**src/rtl/mem_access_stage_pkg.sv**
```systemverilog
// Shared definitions for the MEM stage: FSM state encodings, default widths,
// the default timeout, and the latched-control bundle carried across WAIT.
package mem_access_stage_pkg;

  localparam logic ST_IDLE = 1'b0;
  localparam logic ST_WAIT = 1'b1;

  localparam int DEF_DATA_W  = 32;
  localparam int DEF_REG_W   = 5;
  localparam int DEF_TIMEOUT = 16;

  // Control bits that must survive the WAIT state.
  typedef struct packed {
    logic is_load;     // read without write; memRead&memWrite is a store
    logic reg_write;
    logic mem_to_reg;
  } mem_ctrl_t;

endpackage

```
**src/rtl/mem_access_stage_wait_timer.sv**
```systemverilog
// Timeout counter for the MEM stage WAIT state.
// Ports:
//   clk, rst_n  clock / async active-low reset
//   clr         force count to 0 (held while the FSM is idle)
//   en          advance the count by one this cycle
//   expired     count has reached TIMEOUT-1 (final wait cycle)
module mem_wait_timer #(
  parameter int TIMEOUT = 16
) (
  input  logic clk,
  input  logic rst_n,
  input  logic clr,
  input  logic en,
  output logic expired
);

  localparam int CW = (TIMEOUT > 2) ? $clog2(TIMEOUT) : 1;

  logic [CW-1:0] cnt_q, cnt_d;

  assign expired = (cnt_q == CW'(TIMEOUT - 1));

  // en is never raised on the final count, so the counter cannot wrap.
  always_comb begin
    cnt_d = cnt_q;
    if (clr)     cnt_d = '0;
    else if (en) cnt_d = cnt_q + CW'(1);
  end

  always_ff @(posedge clk or negedge rst_n)
    if (!rst_n) cnt_q <= '0;
    else        cnt_q <= cnt_d;

endmodule

```
**src/rtl/mem_access_stage.sv**
```systemverilog
// MEM pipeline stage: takes the EX/MEM bundle, performs the data-memory
// access over a req/ack bus, resolves the branch and drives MEM/WB.
// Ports:
//   EX/MEM in : valid_in, pcAdded, zeroFlag, aluResult, writeData,
//               muxRegFileData, branch, memWrite, memRead, regWrite, memToReg
//   control   : stall (hold upstream), pc_src / branch_target (branch redirect)
//   memory    : mem_req, mem_we, mem_addr, mem_wdata out; mem_rdata, mem_ack in
//   MEM/WB out: wb_valid, wb_readData, wb_aluResult, wb_regDst, wb_regWrite,
//               wb_memToReg
//   status    : mem_err (sticky timeout)
module mem_access_stage
  import mem_access_stage_pkg::*;
#(
  parameter int DATA_W  = DEF_DATA_W,
  parameter int REG_W   = DEF_REG_W,
  parameter int TIMEOUT = DEF_TIMEOUT
) (
  input  logic              clk,
  input  logic              rst_n,
  input  logic              valid_in,
  input  logic [DATA_W-1:0] pcAdded,
  input  logic [DATA_W-1:0] zeroFlag,
  input  logic [DATA_W-1:0] aluResult,
  input  logic [DATA_W-1:0] writeData,
  input  logic [REG_W-1:0]  muxRegFileData,
  input  logic              branch,
  input  logic              memWrite,
  input  logic              memRead,
  input  logic              regWrite,
  input  logic              memToReg,
  output logic              stall,
  output logic              pc_src,
  output logic [DATA_W-1:0] branch_target,
  output logic              mem_req,
  output logic              mem_we,
  output logic [DATA_W-1:0] mem_addr,
  output logic [DATA_W-1:0] mem_wdata,
  input  logic [DATA_W-1:0] mem_rdata,
  input  logic              mem_ack,
  output logic              wb_valid,
  output logic [DATA_W-1:0] wb_readData,
  output logic [DATA_W-1:0] wb_aluResult,
  output logic [REG_W-1:0]  wb_regDst,
  output logic              wb_regWrite,
  output logic              wb_memToReg,
  output logic              mem_err
);

  logic              state_q, state_d;
  logic              mem_req_q, mem_we_q, mem_err_q;
  logic [DATA_W-1:0] mem_addr_q, mem_wdata_q;
  logic [REG_W-1:0]  dst_q;
  mem_ctrl_t         ctrl_q;
  logic              wb_valid_q, wb_regWrite_q, wb_memToReg_q;
  logic [DATA_W-1:0] wb_readData_q, wb_aluResult_q;
  logic [REG_W-1:0]  wb_regDst_q;

  logic in_wait, accept, is_mem, expired, done_ack, done_abort;

  assign in_wait    = (state_q == ST_WAIT);
  assign accept     = ~in_wait & valid_in;
  assign is_mem     = memRead | memWrite;
  assign done_ack   = in_wait & mem_ack;
  // Ack on the final count takes priority over the abort.
  assign done_abort = in_wait & ~mem_ack & expired;

  assign stall         = in_wait & ~mem_ack & ~expired;
  assign pc_src        = accept & branch & (|zeroFlag);
  assign branch_target = pcAdded;

  mem_wait_timer #(.TIMEOUT(TIMEOUT)) u_timer (
    .clk     (clk),
    .rst_n   (rst_n),
    .clr     (~in_wait),
    .en      (in_wait & ~mem_ack & ~expired),
    .expired (expired)
  );

  always_comb begin
    state_d = state_q;
    if (accept & is_mem)          state_d = ST_WAIT;
    else if (done_ack | done_abort) state_d = ST_IDLE;
  end

  always_ff @(posedge clk or negedge rst_n)
    if (!rst_n) begin
      state_q        <= ST_IDLE;
      mem_req_q      <= 1'b0;
      mem_we_q       <= 1'b0;
      mem_addr_q     <= '0;
      mem_wdata_q    <= '0;
      dst_q          <= '0;
      ctrl_q         <= '0;
      mem_err_q      <= 1'b0;
      wb_valid_q     <= 1'b0;
      wb_readData_q  <= '0;
      wb_aluResult_q <= '0;
      wb_regDst_q    <= '0;
      wb_regWrite_q  <= 1'b0;
      wb_memToReg_q  <= 1'b0;
    end else begin
      state_q    <= state_d;
      wb_valid_q <= 1'b0;
      if (accept) begin
        if (is_mem) begin
          mem_req_q      <= 1'b1;
          mem_we_q       <= memWrite;
          mem_addr_q     <= aluResult;
          mem_wdata_q    <= writeData;
          dst_q          <= muxRegFileData;
          ctrl_q.is_load    <= memRead & ~memWrite;
          ctrl_q.reg_write  <= regWrite;
          ctrl_q.mem_to_reg <= memToReg;
        end else begin
          wb_valid_q     <= 1'b1;
          wb_readData_q  <= '0;
          wb_aluResult_q <= aluResult;
          wb_regDst_q    <= muxRegFileData;
          wb_regWrite_q  <= regWrite;
          wb_memToReg_q  <= memToReg;
        end
      end else if (done_ack | done_abort) begin
        mem_req_q      <= 1'b0;
        wb_valid_q     <= 1'b1;
        wb_aluResult_q <= mem_addr_q;
        wb_regDst_q    <= dst_q;
        wb_memToReg_q  <= ctrl_q.mem_to_reg;
        // Aborted accesses must not write the register file.
        wb_regWrite_q  <= done_ack & ctrl_q.reg_write;
        wb_readData_q  <= (done_ack & ctrl_q.is_load) ? mem_rdata : '0;
        if (done_abort) mem_err_q <= 1'b1;
      end
    end

  assign mem_req      = mem_req_q;
  assign mem_we       = mem_we_q;
  assign mem_addr     = mem_addr_q;
  assign mem_wdata    = mem_wdata_q;
  assign mem_err      = mem_err_q;
  assign wb_valid     = wb_valid_q;
  assign wb_readData  = wb_readData_q;
  assign wb_aluResult = wb_aluResult_q;
  assign wb_regDst    = wb_regDst_q;
  assign wb_regWrite  = wb_regWrite_q;
  assign wb_memToReg  = wb_memToReg_q;

endmodule
```
**config.mk**
```make
export PLATFORM = sky130hd
export DESIGN_NAME = mem_access_stage
export DESIGN_NICKNAME = d
export VERILOG_FILES = /design/src/rtl/mem_access_stage_pkg.sv /design/src/rtl/mem_access_stage_wait_timer.sv /design/src/rtl/mem_access_stage.sv
export SDC_FILE = /design/constraint.sdc
export NUM_CORES = 1
export LEC_CHECK = 0
export CAP_MARGIN = 20
export CELL_PAD_IN_SITES_DETAIL_PLACEMENT = 0
export CELL_PAD_IN_SITES_GLOBAL_PLACEMENT = 1
export CORE_AREA = 2 2 133 135
export CTS_BUF_LIST = sky130_fd_sc_hd__clkbuf_8 sky130_fd_sc_hd__clkbuf_16
export DETAILED_ROUTE_END_ITERATION = 8
export DIE_AREA = 0 0 135 137
export DONT_BUFFER_PORTS = 1
export PLACE_DENSITY_LB_ADDON = 0.1
export SLEW_MARGIN = 20
export SYNTH_ARGS = -nofsm -noshare
export SYNTH_HDL_FRONTEND = slang
export SYNTH_SLANG_ARGS = --single-unit
```
**constraint.sdc**
```tcl
create_clock -name clk -period 3.5 [get_ports clk]
set_input_delay 0.35 -clock clk [delete_from_list [all_inputs] [get_ports clk]]
set_output_delay 0.35 -clock clk [all_outputs]
set_load 0.005 [all_outputs]
```
==> run summary, run 1 <==
• **initial standard-cell utilization of the core** 0.380
• **CTS tree** yes
• **number of diodes added for antenna fixing** 0
• **gpl congestion** 0.803
• **RSZ-0062 raised after global routing** no
• **via density per instance** 5.41
• **via count of the first global-routing pass** 3712
• **max frequency** 431 MHz
• **Max clock buf depth** 2
• **type of the worst setup path** reg -> out
• **largest stage delay on the critical path** 0.55 ns
• **Min Clock Period, post-route** 2.32 ns
• **violations in the final reports** negative hold slack
• **Area Growth Syn to Fin** 7.68%
• **clock network latency to the later pin of the worst-skew pair** 0.42 ns
• **Final HPWL DP** 9320 um
• **Routed Antenna Nets** 0
• **Seq cells post-synth** 152
• **CTS H-Tree Depth** 4
• **Req. time, crit path** 3.15 ns
• **Final Worst Setup Slack** 1.18 ns
• **Core Area** 17100 um^2
• **final clock period utilization by the worst path** 0.663
• **commonest non-fill, non-tap cell in the layout** sky130_fd_sc_hd__dfrtp_1
• **Max IR drop VDD** 0.000325 V
• **io pins** 347
• **count of buffering cells on the critical path with inverters included** 1
• **post-synth design cell area** 6490 um^2
• **number of different library cells in the post-synthesis netlist** 31
• **final core utilization** 0.410
• **instance count of the mapped netlist** 432
• **wire length of the first global-routing pass** 20900 um
• **clock-pin slew reported for the worst setup and hold paths after clock tree synthesis** 0.06 ns
• **clock buffer count from CTS** 17
• **count of input and output buffers** 0
• **placed cells** 605
• **arrival time of the worst setup path** 1.97 ns
• **total setup violations reported at the end of the flow** 0
• **Net Sw Power** 1.45 mW
• **largest net degree at the start of global routing** 153
• **die height** 137 um
• **Comb pwr share** 0.137
• **measured slew at the worst slew-check pin** 0.723 ns
• **non-filler cells, final** 638
• **vias after detailed routing** 3449
• **syn avg cell area** 15.0 um^2
• **root buffer selected by CTS** sky130_fd_sc_hd__clkbuf_16
• **run status** finished, violations left
• **Layout Cell Area excl Fill** 6990 um^2
• **area of the die** 18500 um^2
• **Synth warnings** 0
• **initial antenna violation count** 0
• **Hold-fix buffers, CTS** 1
• **clk_skew** 0.0102 ns
• **CTS sink count** 152
• **aggregate negative setup slack** 0 ns
• **nets in the synthesized netlist** 607
• **worst hold slack** -0.374 ns
• **power density over cell area** 750 nW/um^2
• **crit end category** output port
• **P_leak** 3.00 nW
• **Setup Slack @ Placement** 1.17 ns
• **number of DRC violations after detailed routing** 0
• **wire length per cell after detailed routing** 21.9 um
• **CTS-repair resized insts** 0
• **cell type contributing the most total cell area after synthesis** sky130_fd_sc_hd__dfrtp_1
• **sequence of cells on the critical path** nor2b_4 > buf_4 > o211a_1
• **Reg power frac** 0.513
• **Detailed Routing Iterations Pass 1** 4
• **share of synthesized area occupied by flip-flops and latches** 0.586
• **class of the tightest hold or removal check** in -> async
• **Final Max Tran Viols** 0
• **startpoint class of the critical path** register
• **filler instances** 1600
• **internal power consumption** 3.79 mW
• **overall power of the completed layout** 5.24 mW
• **hold violation total from the final report** 152
• **setup bufs post-CTS** 0
• **1st-iter DRT viols** 139
• **layout cells sized above 1** 0.426
• **relative slew slack** 0.518
• **final wirelength** 14000 um
• **placement row count** 48
• **most frequent cells in the layout** sky130_fd_sc_hd__dfrtp_1, sky130_fd_sc_hd__mux2_2, sky130_fd_sc_hd__a22o_1, sky130_fd_sc_hd__clkbuf_16, sky130_fd_sc_hd__mux2_1
• **Overall Global Routing Usage** 0.150
• **largest cells by area after synthesis** sky130_fd_sc_hd__dfrtp_1, sky130_fd_sc_hd__mux2_2, sky130_fd_sc_hd__a22o_1
• **width of the chip** 135 um
• **cell area after placement** 6380 um^2
• **post-layout net count** 575
• **largest fanout of any net on the critical path** 44
• **share of Yosys cell area claimed by the top area cell type** 0.586
• **switching fraction of total power** 0.276
• **Congestion Overflow GR** 0
• **standard cell with the maximum stage delay on the critical path** sky130_fd_sc_hd__buf_4
• **CP delay by family, top** buffers and inverters
• **power share of the clock group** 0.350
• **Maximum Capacitance Violations** 0
-- power groups by stage --
stage	logic (mW)	clock network [mW]	registers, mW
after floorplan	0.704	0	2.56
after global placement	0.702	0	2.74
after detailed placement	0.739	0	2.73
after CTS	0.737	1.90	2.71
after global routing	0.797	1.98	2.76
final	0.718	1.84	2.69
-- layer usage --
metal / GRT usage / part of all wire
met2: 0.237 / 0.48
met3: 0.0822 / 0.12
met4: 0.0538 / 0.018
met5: 0 / 0
met1: 0.172 / 0.38
-- cells by family (layout without fill, tap and decap cells) --
| logic type | Yosys count | in the layout | synth area share |
|---|---|---|---|
| compound gates | 45 | 45 | 0.0606 |
| fa+ha+maj | 1 | 1 | 0.00193 |
| buf+inv | 59 | 40 | 0.0690 |
| mux | 148 | 148 | 0.257 |
| flops | 152 | 152 | 0.586 |
| simple gates | 27 | 27 | 0.0253 |
-- synthesized netlist by cell type, drive strengths merged --
master  instances
nor4bb          1
nand3           2
a22oi           1
a22o           33
nor4            8
o31ai           1
nor3b           1
nor2b           2
o21ai           1
nor2            2
a21o            1
nand4           2
buf            53
clkbuf          4
and3            2
inv             2
nand2b          1
a21oi           3
nand2           3
a32o            1
a31o            2
o211a           2
and4b           1
or2             1
nand3b          1
mux2          148
dfrtp         152
ha              1
-- registers in the layout, indices dropped and copies added (netlist names) --
signal / flops
in_wait: 1
dst_q: 5
mem_req: 1
mem_err: 1
mem_addr: 32
ctrl_q: 3
wb_memToReg: 1
wb_regWrite: 1
wb_valid: 1
wb_readData: 32
wb_regDst: 5
mem_wdata: 32
u_timer.cnt_q: 4
mem_we: 1
wb_aluResult: 32
-- path summary, 6_finish.rpt --
path	startpoint	endpoint	slack, ns	cells past startpoint
max reg2reg	in_wait$_DFFE_PN0P_	wb_aluResult[13]$_DFFE_PN0P_	1.20	5
min in group clk	mem_rdata[29]	wb_readData[29]$_DFFE_PN0P_	0.06	1
max	in_wait$_DFFE_PN0P_	pc_src	1.18	3
min reg2reg	dst_q[2]$_DFFE_PN0P_	dst_q[2]$_DFFE_PN0P_	0.50	1
max in group asynchronous	rst_n	mem_addr[29]$_DFFE_PN0P_	3.62	0
min	rst_n	mem_wdata[22]$_DFFE_PN0P_	-0.37	0
-- cell type report --
| class | count | area (um^2) | share of cell area |
|---|---|---|---|
| Inverter | 2 | 7.51 | 0.00107 |
| Multi-Input combinational cell | 221 | 2250 | 0.322 |
| Clock inverter | 15 | 168 | 0.0240 |
| Timing Repair Buffer | 6 | 47.5 | 0.00681 |
| Clock buffer | 17 | 425 | 0.0609 |
| Tap cell | 225 | 282 | 0.0403 |
| Sequential cell | 152 | 3800 | 0.545 |
(Power assumes the default switching activity.)
==> run 2, diff against run 1 <==
--- a/config.mk
+++ b/config.mk
@@ -5,13 +5,14 @@
 export SDC_FILE = /design/constraint.sdc
 export NUM_CORES = 1
 export LEC_CHECK = 0
+export ABC_AREA = 1
 export CAP_MARGIN = 20
 export CELL_PAD_IN_SITES_DETAIL_PLACEMENT = 0
 export CELL_PAD_IN_SITES_GLOBAL_PLACEMENT = 1
-export CORE_AREA = 2 2 133 135
+export CORE_AREA = 2 2 136 138
 export CTS_BUF_LIST = sky130_fd_sc_hd__clkbuf_8 sky130_fd_sc_hd__clkbuf_16
 export DETAILED_ROUTE_END_ITERATION = 8
-export DIE_AREA = 0 0 135 137
+export DIE_AREA = 0 0 138 140
 export DONT_BUFFER_PORTS = 1
 export PLACE_DENSITY_LB_ADDON = 0.1
 export SLEW_MARGIN = 20
==> constraint.sdc (replaced) <==
create_clock -name clk -period 1.9 [get_ports clk]
set_input_delay 0.19 -clock clk [delete_from_list [all_inputs] [get_ports clk]]
set_output_delay 0.19 -clock clk [all_outputs]
set_load 0.005 [all_outputs]
==> run 2 against run 1 <==
Effect of this change: the flow still finishes with violations (negative hold slack); sequential power rose by 75%; via count up 55%; first-iteration DRC count grew 72%; critical path depth up 3; design area is 18% higher; combinational power is 110% higher; critical endpoint unchanged; highest routed layer unchanged.
==> run summary, run 2 <==
• **vias after detailed routing** 5353, was 3449
• **worst hold slack** -0.533 ns, was -0.374 ns
• **count of input and output buffers** 0, unchanged
• **relative slew slack** 0.602, was 0.518
• **total setup violations reported at the end of the flow** 0, unchanged
• **count of buffering cells on the critical path with inverters included** 3, was 1
• **cell type contributing the most total cell area after synthesis** sky130_fd_sc_hd__dfrtp_1, unchanged
• **sequence of cells on the critical path** inv_2 > nand2_2 > inv_4 > buf_12 > nand2_1 > nor2_1, was nor2b_4 > buf_4 > o211a_1
• **setup bufs post-CTS** 0, unchanged
• **type of the worst setup path** reg -> out, unchanged
• **initial antenna violation count** 0, unchanged
• **layout cells sized above 1** 0.0570, was 0.426
• **nets in the synthesized netlist** 943, was 607
• **P_leak** 4.10 nW, was 3.00 nW
• **filler instances** 1733, was 1600
• **share of synthesized area occupied by flip-flops and latches** 0.575, was 0.586
• **wire length per cell after detailed routing** 17.4 um, was 21.9 um
• **ys async rst share** 1.00, unchanged
• **gpl congestion** 0.785, was 0.803
• **arrival time of the worst setup path** 1.56 ns, was 1.97 ns
• **Seq cells post-synth** 152, unchanged
• **number of DRC violations after detailed routing** 0, unchanged
• **number of different library cells in the post-synthesis netlist** 21, was 31
• **Min Clock Period, post-route** 1.75 ns
• **root buffer selected by CTS** sky130_fd_sc_hd__clkbuf_16, unchanged
• **CTS tree** yes, unchanged
• **Routed Antenna Nets** 0, unchanged
• **width of the chip** 138 um, was 135 um
• **Max IR drop VDD** 0.000652 V, was 0.000325 V
• **power density over cell area** 1160 nW/um^2, was 750 nW/um^2
• **RSZ-0062 raised after global routing** no, unchanged
• **class of the tightest hold or removal check** in -> async, unchanged
• **number of synthesized flops with an enable pin** 0, unchanged
• **Final Max Tran Viols** 0, unchanged
• **most used standard cell by instance count after synthesis** sky130_fd_sc_hd__nand2_1, was sky130_fd_sc_hd__dfrtp_1
• **most frequent cells in the layout** sky130_fd_sc_hd__nand2_1, sky130_fd_sc_hd__dfrtp_1, sky130_fd_sc_hd__dlygate4sd3_1, sky130_fd_sc_hd__inv_1, sky130_fd_sc_hd__nand3_1, was sky130_fd_sc_hd__dfrtp_1, sky130_fd_sc_hd__mux2_2, sky130_fd_sc_hd__a22o_1, sky130_fd_sc_hd__clkbuf_16, sky130_fd_sc_hd__mux2_1
• **area of the die** 19300 um^2, was 18500 um^2
• **initial standard-cell utilization of the core** 0.372, was 0.380
• **die height** 140 um, was 137 um
• **final clock period utilization by the worst path** 0.919
• **largest net degree at the start of global routing** 153, unchanged
• **post-synth design cell area** 6620 um^2, was 6490 um^2
• **clock buffer count from CTS** 17, unchanged
• **cell area after placement** 6550 um^2, was 6380 um^2
• **Comb pwr share** 0.160, was 0.137
• **overall power of the completed layout** 9.53 mW, was 5.24 mW
• **CTS H-Tree Depth** 4, unchanged
• **Congestion Overflow GR** 0, unchanged
• **CTS sink count** 152, unchanged
• **CP delay by family, top** flip-flops, was buffers and inverters
• **wire length of the first global-routing pass** 30300 um, was 20900 um
• **power share of the clock group** 0.346, was 0.350
• **hold violation total from the final report** 152, unchanged
• **Post-synth top flop** sky130_fd_sc_hd__dfrtp_1, unchanged
• **Reg power frac** 0.494, was 0.513
• **post-layout net count** 1004, was 575
• **via density per instance** 5.00, was 5.41
• **Hold-fix buffers, CTS** 106, was 1
• **Req. time, crit path** 1.71 ns, was 3.15 ns
• **Maximum Capacitance Violations** 0, unchanged
• **startpoint class of the critical path** register, unchanged
• **Max clock buf depth** 2, unchanged
• **aggregate negative setup slack** 0 ns, unchanged
• **switching fraction of total power** 0.299, was 0.276
• **placement row count** 49, was 48
• **violations in the final reports** negative hold slack, unchanged
• **Layout Cell Area excl Fill** 8230 um^2, was 6990 um^2
• **measured slew at the worst slew-check pin** 0.597 ns, was 0.723 ns
• **1st-iter DRT viols** 239, was 139
• **Core Area** 17800 um^2, was 17100 um^2
• **number of diodes added for antenna fixing** 0, unchanged
• **Synth top cells by count** sky130_fd_sc_hd__nand2_1, sky130_fd_sc_hd__dfrtp_1, sky130_fd_sc_hd__nand3_1, was sky130_fd_sc_hd__dfrtp_1, sky130_fd_sc_hd__mux2_2, sky130_fd_sc_hd__buf_4
• **Overall Global Routing Usage** 0.194, was 0.150
• **max frequency** 573 MHz
• **clk_skew** 0.0157 ns, was 0.0102 ns
• **clock network latency to the later pin of the worst-skew pair** 0.42 ns, about the same
• **syn avg cell area** 8.61 um^2, was 15.0 um^2
• **largest fanout of any net on the critical path** 38, was 44
• **Synth warnings** 0, unchanged
• **largest cells by area after synthesis** sky130_fd_sc_hd__dfrtp_1, sky130_fd_sc_hd__nand2_1, sky130_fd_sc_hd__nand3_1, was sky130_fd_sc_hd__dfrtp_1, sky130_fd_sc_hd__mux2_2, sky130_fd_sc_hd__a22o_1
• **run status** finished, violations left, unchanged
• **io pins** 347, unchanged
• **Area Growth Syn to Fin** 24.4%, was 7.68%
• **commonest non-fill, non-tap cell in the layout** sky130_fd_sc_hd__nand2_1, was sky130_fd_sc_hd__dfrtp_1
• **largest stage delay on the critical path** 0.42 ns, was 0.55 ns
• **Detailed Routing Iterations Pass 1** 4, unchanged
• **instance count of the mapped netlist** 768, was 432
• **internal power consumption** 6.68 mW, was 3.79 mW
• **clock-pin slew reported for the worst setup and hold paths after clock tree synthesis** 0.06 ns, about the same
• **via count of the first global-routing pass** 5660, was 3712
• **share of Yosys cell area claimed by the top area cell type** 0.575, was 0.586
• **final wirelength** 18600 um, was 14000 um
• **standard cell with the maximum stage delay on the critical path** sky130_fd_sc_hd__dfrtp_1, was sky130_fd_sc_hd__buf_4
• **crit end category** output port, unchanged
• **Net Sw Power** 2.85 mW, was 1.45 mW
• **Final HPWL DP** 12000 um, was 9320 um
[run 2: cells by family after synthesis]
kind of cell    Yosys count  share of synthesized area
flops                   152                      0.575
simple gates            347                      0.212
fa+ha+maj                 1                    0.00189
xor+xnor                  1                    0.00132
compound gates          114                     0.0942
buf+inv                 153                      0.116
[run 2: per-layer routing]
metal	vias to the layer above	global-route usage	part of all wire
met2	222	0.322	0.48
li1	2529	-	-
met5	-	0	0
met4	0	0.0832	0.029
met3	52	0.0745	0.091
met1	2550	0.227	0.40
[run 2: final timing paths]
check | endpoint | startpoint | slack (ns) | cells after the start
worst min register to register | mem_wdata[5]$_DFFE_PN0P_ | mem_wdata[5]$_DFFE_PN0P_ | 0.50 | 2
worst max-delay path | pc_src | in_wait$_DFFE_PN0P_ | 0.15 | 6
worst min-delay path | mem_addr[3]$_DFFE_PN0P_ | rst_n | -0.53 | 0
min in group clk | wb_regWrite$_DFFE_PN0P_ | mem_ack | 0.03 | 4
max in group asynchronous | u_timer.cnt_q[2]$_DFFE_PN0P_ | rst_n | 2.29 | 0
worst max register to register | wb_regDst[0]$_DFFE_PN0P_ | u_timer.cnt_q[0]$_DFFE_PN0P_ | 0.22 | 8
[run 2: layout make-up]
class / instances / area [um^2] / share of cell area
Clock buffer: 20 / 467 / 0.0567
Clock inverter: 12 / 110 / 0.0134
Inverter: 77 / 292 / 0.0354
Multi-Input combinational cell: 463 / 2060 / 0.251
Sequential cell: 152 / 3800 / 0.462
Tap cell: 229 / 287 / 0.0348
Timing Repair Buffer: 118 / 1200 / 0.146
[run 2: timing repair]
| item | in CTS | in global routing |
|---|---|---|
| gates cloned | 1 | 0 |
| gates resized for setup | 0 | 3 |
| endpoints found under the hold margin | 260 | 152 |
| endpoints found under the setup margin | 1 | 62 |
[run 2: power groups by stage]
stage,clock network (mW),registers (mW),logic (mW)
final,3.29,4.71,1.53
after global routing,3.55,4.81,1.77
after CTS,3.39,4.73,1.55
after detailed placement,0,4.78,1.34
after global placement,0,4.77,1.29
after floorplan,0,4.49,1.16
[run 2: through the flow]
| stage | util | std cells | hold slack, ns | setup WS [ns] |
|---|---|---|---|---|
| after global routing | 0.463 | 1071 | -0.564 | 0.0149 |
| after detailed placement | 0.368 | 932 | -0.102 | 0.146 |
| after floorplan | - | 768 | -0.106 | 0.525 |
| after CTS | 0.462 | 1071 | -0.553 | 0.0390 |
| final | 0.463 | 1071 | -0.533 | 0.155 |
| after global placement | 0.368 | 932 | -0.102 | 0.215 |
==> run 3, diff against run 2 <==
==> constraint.sdc (replaced) <==
create_clock -name clk -period 1.55 [get_ports clk]
set_input_delay 0.155 -clock clk [delete_from_list [all_inputs] [get_ports clk]]
set_output_delay 0.155 -clock clk [all_outputs]
set_load 0.005 [all_outputs]
==> run 3 against run 2 <==
Effect of this change: the run still ends with negative hold slack left; register-to-register slack worse by 0.06 ns; routed wire length is 2.5% higher; die area stayed put; design area rose by 3.3%; critical path type unchanged; largest power group unchanged.
==> run summary, run 3 (synthesized netlist as in run 2, its figures left out) <==
• **run status** finished, violations left, unchanged
• **violations in the final reports** negative hold slack, unchanged
• **clock-pin slew reported for the worst setup and hold paths after clock tree synthesis** 0.06 ns, about the same
• **P_leak** 4.20 nW, was 4.10 nW
• **max frequency** 675 MHz
• **initial antenna violation count** 0, unchanged
• **initial standard-cell utilization of the core** 0.372, unchanged
• **Max IR drop VDD** 0.000798 V, was 0.000652 V
• **die height** 140 um, unchanged
• **vias after detailed routing** 5371, was 5353
• **width of the chip** 138 um, unchanged
• **Max clock buf depth** 2, unchanged
• **placement row count** 49, unchanged
• **largest net degree at the start of global routing** 153, unchanged
• **cell area after placement** 6620 um^2, was 6550 um^2
• **via count of the first global-routing pass** 5688, was 5660
• **placed cells** 935, was 932
• **Min Clock Period, post-route** 1.48 ns
• **CTS sink count** 152, unchanged
• **startpoint of the most critical setup path** u_timer.cnt_q[1]$_DFFE_PN0P_, was in_wait$_DFFE_PN0P_
• **Hold-fix buffers, CTS** 106, unchanged
• **final clock period utilization by the worst path** 0.956
• **type of the worst setup path** reg -> out, unchanged
• **Final HPWL DP** 11900 um, was 12000 um
• **non-filler cells, final** 1082, was 1071
• **Maximum Capacitance Violations** 0, unchanged
• **Core Area** 17800 um^2, unchanged
• **Critical R2R Launch** u_timer.cnt_q[1]$_DFFE_PN0P_, was u_timer.cnt_q[0]$_DFFE_PN0P_
• **Req. time, crit path** 1.39 ns, was 1.71 ns
• **total setup violations reported at the end of the flow** 0, unchanged
• **root buffer selected by CTS** sky130_fd_sc_hd__clkbuf_16, unchanged
• **startpoint class of the critical path** register, unchanged
• **io pins** 347, unchanged
• **number of DRC violations after detailed routing** 0, unchanged
• **most frequent cells in the layout** sky130_fd_sc_hd__nand2_1, sky130_fd_sc_hd__dfrtp_1, sky130_fd_sc_hd__dlygate4sd3_1, sky130_fd_sc_hd__inv_1, sky130_fd_sc_hd__nand3_1, unchanged
• **1st-iter DRT viols** 267, was 239
• **CTS tree** yes, unchanged
• **Congestion Overflow GR** 0, unchanged
• **hold violation total from the final report** 152, unchanged
• **layout cells sized above 1** 0.0774, was 0.0570
• **largest fanout of any net on the critical path** 3, was 38
• **Routed Antenna Nets** 0, unchanged
• **path depth of the worst reg2reg path** 7, was 8
• **Detailed Routing Iterations Pass 1** 4, unchanged
• **wire length of the first global-routing pass** 30900 um, was 30300 um
• **via density per instance** 4.96, was 5.00
• **arrival time of the worst setup path** 1.33 ns, was 1.56 ns
• **crit end category** output port, unchanged
• **aggregate negative setup slack** 0 ns, unchanged
• **area of the die** 19300 um^2, unchanged
• **worst hold slack** -0.572 ns, was -0.533 ns
• **CTS H-Tree Depth** 4, unchanged
• **Overall Global Routing Usage** 0.200, was 0.194
• **Final Max Tran Viols** 0, unchanged
• **measured slew at the worst slew-check pin** 0.406 ns, was 0.597 ns
• **clock network latency to the later pin of the worst-skew pair** 0.41 ns, was 0.42 ns
• **RSZ-0062 raised after global routing** yes, was no
• **clock buffer count from CTS** 17, unchanged
• **final wirelength** 19100 um, was 18600 um
• **count of input and output buffers** 0, unchanged
• **Area Growth Syn to Fin** 28.5%, was 24.4%
• **power density over cell area** 1460 nW/um^2, was 1160 nW/um^2
• **relative slew slack** 0.729, was 0.602
• **post-layout net count** 1015, was 1004
• **number of diodes added for antenna fixing** 0, unchanged
• **worst setup slack for register-to-register paths** 0.16 ns, was 0.22 ns
• **class of the tightest hold or removal check** in -> async, unchanged
• **gpl congestion** 0.744, was 0.785
• **clk_skew** 0.00597 ns, was 0.0157 ns
• **wire length per cell after detailed routing** 17.7 um, was 17.4 um
• **Layout Cell Area excl Fill** 8500 um^2, was 8230 um^2
• **commonest non-fill, non-tap cell in the layout** sky130_fd_sc_hd__nand2_1, unchanged
==> run 3: cell count changes in the layout (fill, tap and decap cells not counted), moves of 2 or more <==
| cell | delta |
|---|---|
| sky130_fd_sc_hd__bufinv_16 | +3 |
| sky130_fd_sc_hd__buf_12 | +4 |
| sky130_fd_sc_hd__inv_1 | -3 |
| sky130_fd_sc_hd__clkinv_4 | +2 |
| sky130_fd_sc_hd__buf_16 | +2 |
| sky130_fd_sc_hd__buf_4 | +4 |
| sky130_fd_sc_hd__clkinv_2 | -3 |
==> run 3: layout make-up <==
cell class / count / area [um^2]
tap: 229 / 287
multi-input combinational: 463 / 2080
inverter: 77 / 297
timing repair buffer: 129 / 1380
clock inverter: 13 / 203
clock buffer: 19 / 453
fill: 1684 / 9280
sequential: 152 / 3800
==> run 3: worst max-delay path, cell delays in order (launching register included) <==
cell and delay [ns]:
sky130_fd_sc_hd__dfrtp_1 0.39, sky130_fd_sc_hd__ha_2 0.19, sky130_fd_sc_hd__nand3_2 0.07, sky130_fd_sc_hd__nand2_2 0.06, sky130_fd_sc_hd__buf_6 0.14, sky130_fd_sc_hd__inv_6 0.06
==> run 3: per-layer routing <==
layer | routed length (um) | GRT usage
met5 | 0 | 0
met4 | 438 | 0.0671
met3 | 1700 | 0.0824
met2 | 9360 | 0.332
met1 | 7620 | 0.237
==> run 3: per-stage QoR <==
stage | power (mW) | util | hold WS, ns | worst slack [ns]
finish | 12.4 | 0.478 | -0.572 | 0.0683
detailed placement | 7.53 | 0.372 | -0.137 | 0.0127
floorplan | 6.93 | - | -0.141 | 0.175
CTS | 12.5 | 0.478 | -0.589 | 0.0141
global placement | 7.45 | 0.372 | -0.136 | 0.0563
global route | 13.1 | 0.478 | -0.601 | -0.0229
==> run 3: timing repair <==
item                       4_1_cts  5_1_grt
pin swaps                        2        3
setup endpoints to repair        3       62
resized for setup                9        5
hold endpoints to repair       284      152
gates cloned                     3        0
setup buffers                    6        0
==> run 3: final timing paths <==
path,end
worst max register to register,wb_readData[27]$_DFFE_PN0P_
max in group asynchronous,mem_wdata[18]$_DFFE_PN0P_
worst max-delay path,stall
worst min register to register,mem_wdata[20]$_DFFE_PN0P_
min in group clk,in_wait$_DFFE_PN0P_
worst min-delay path,wb_aluResult[7]$_DFFE_PN0P_
==> run 3: report_power, final <==
group          internal (mW)  total [mW]  switching (mW)
Sequential              4.90        5.75           0.849
Clock                   2.93        4.58            1.65
Combinational          0.926        2.04            1.11
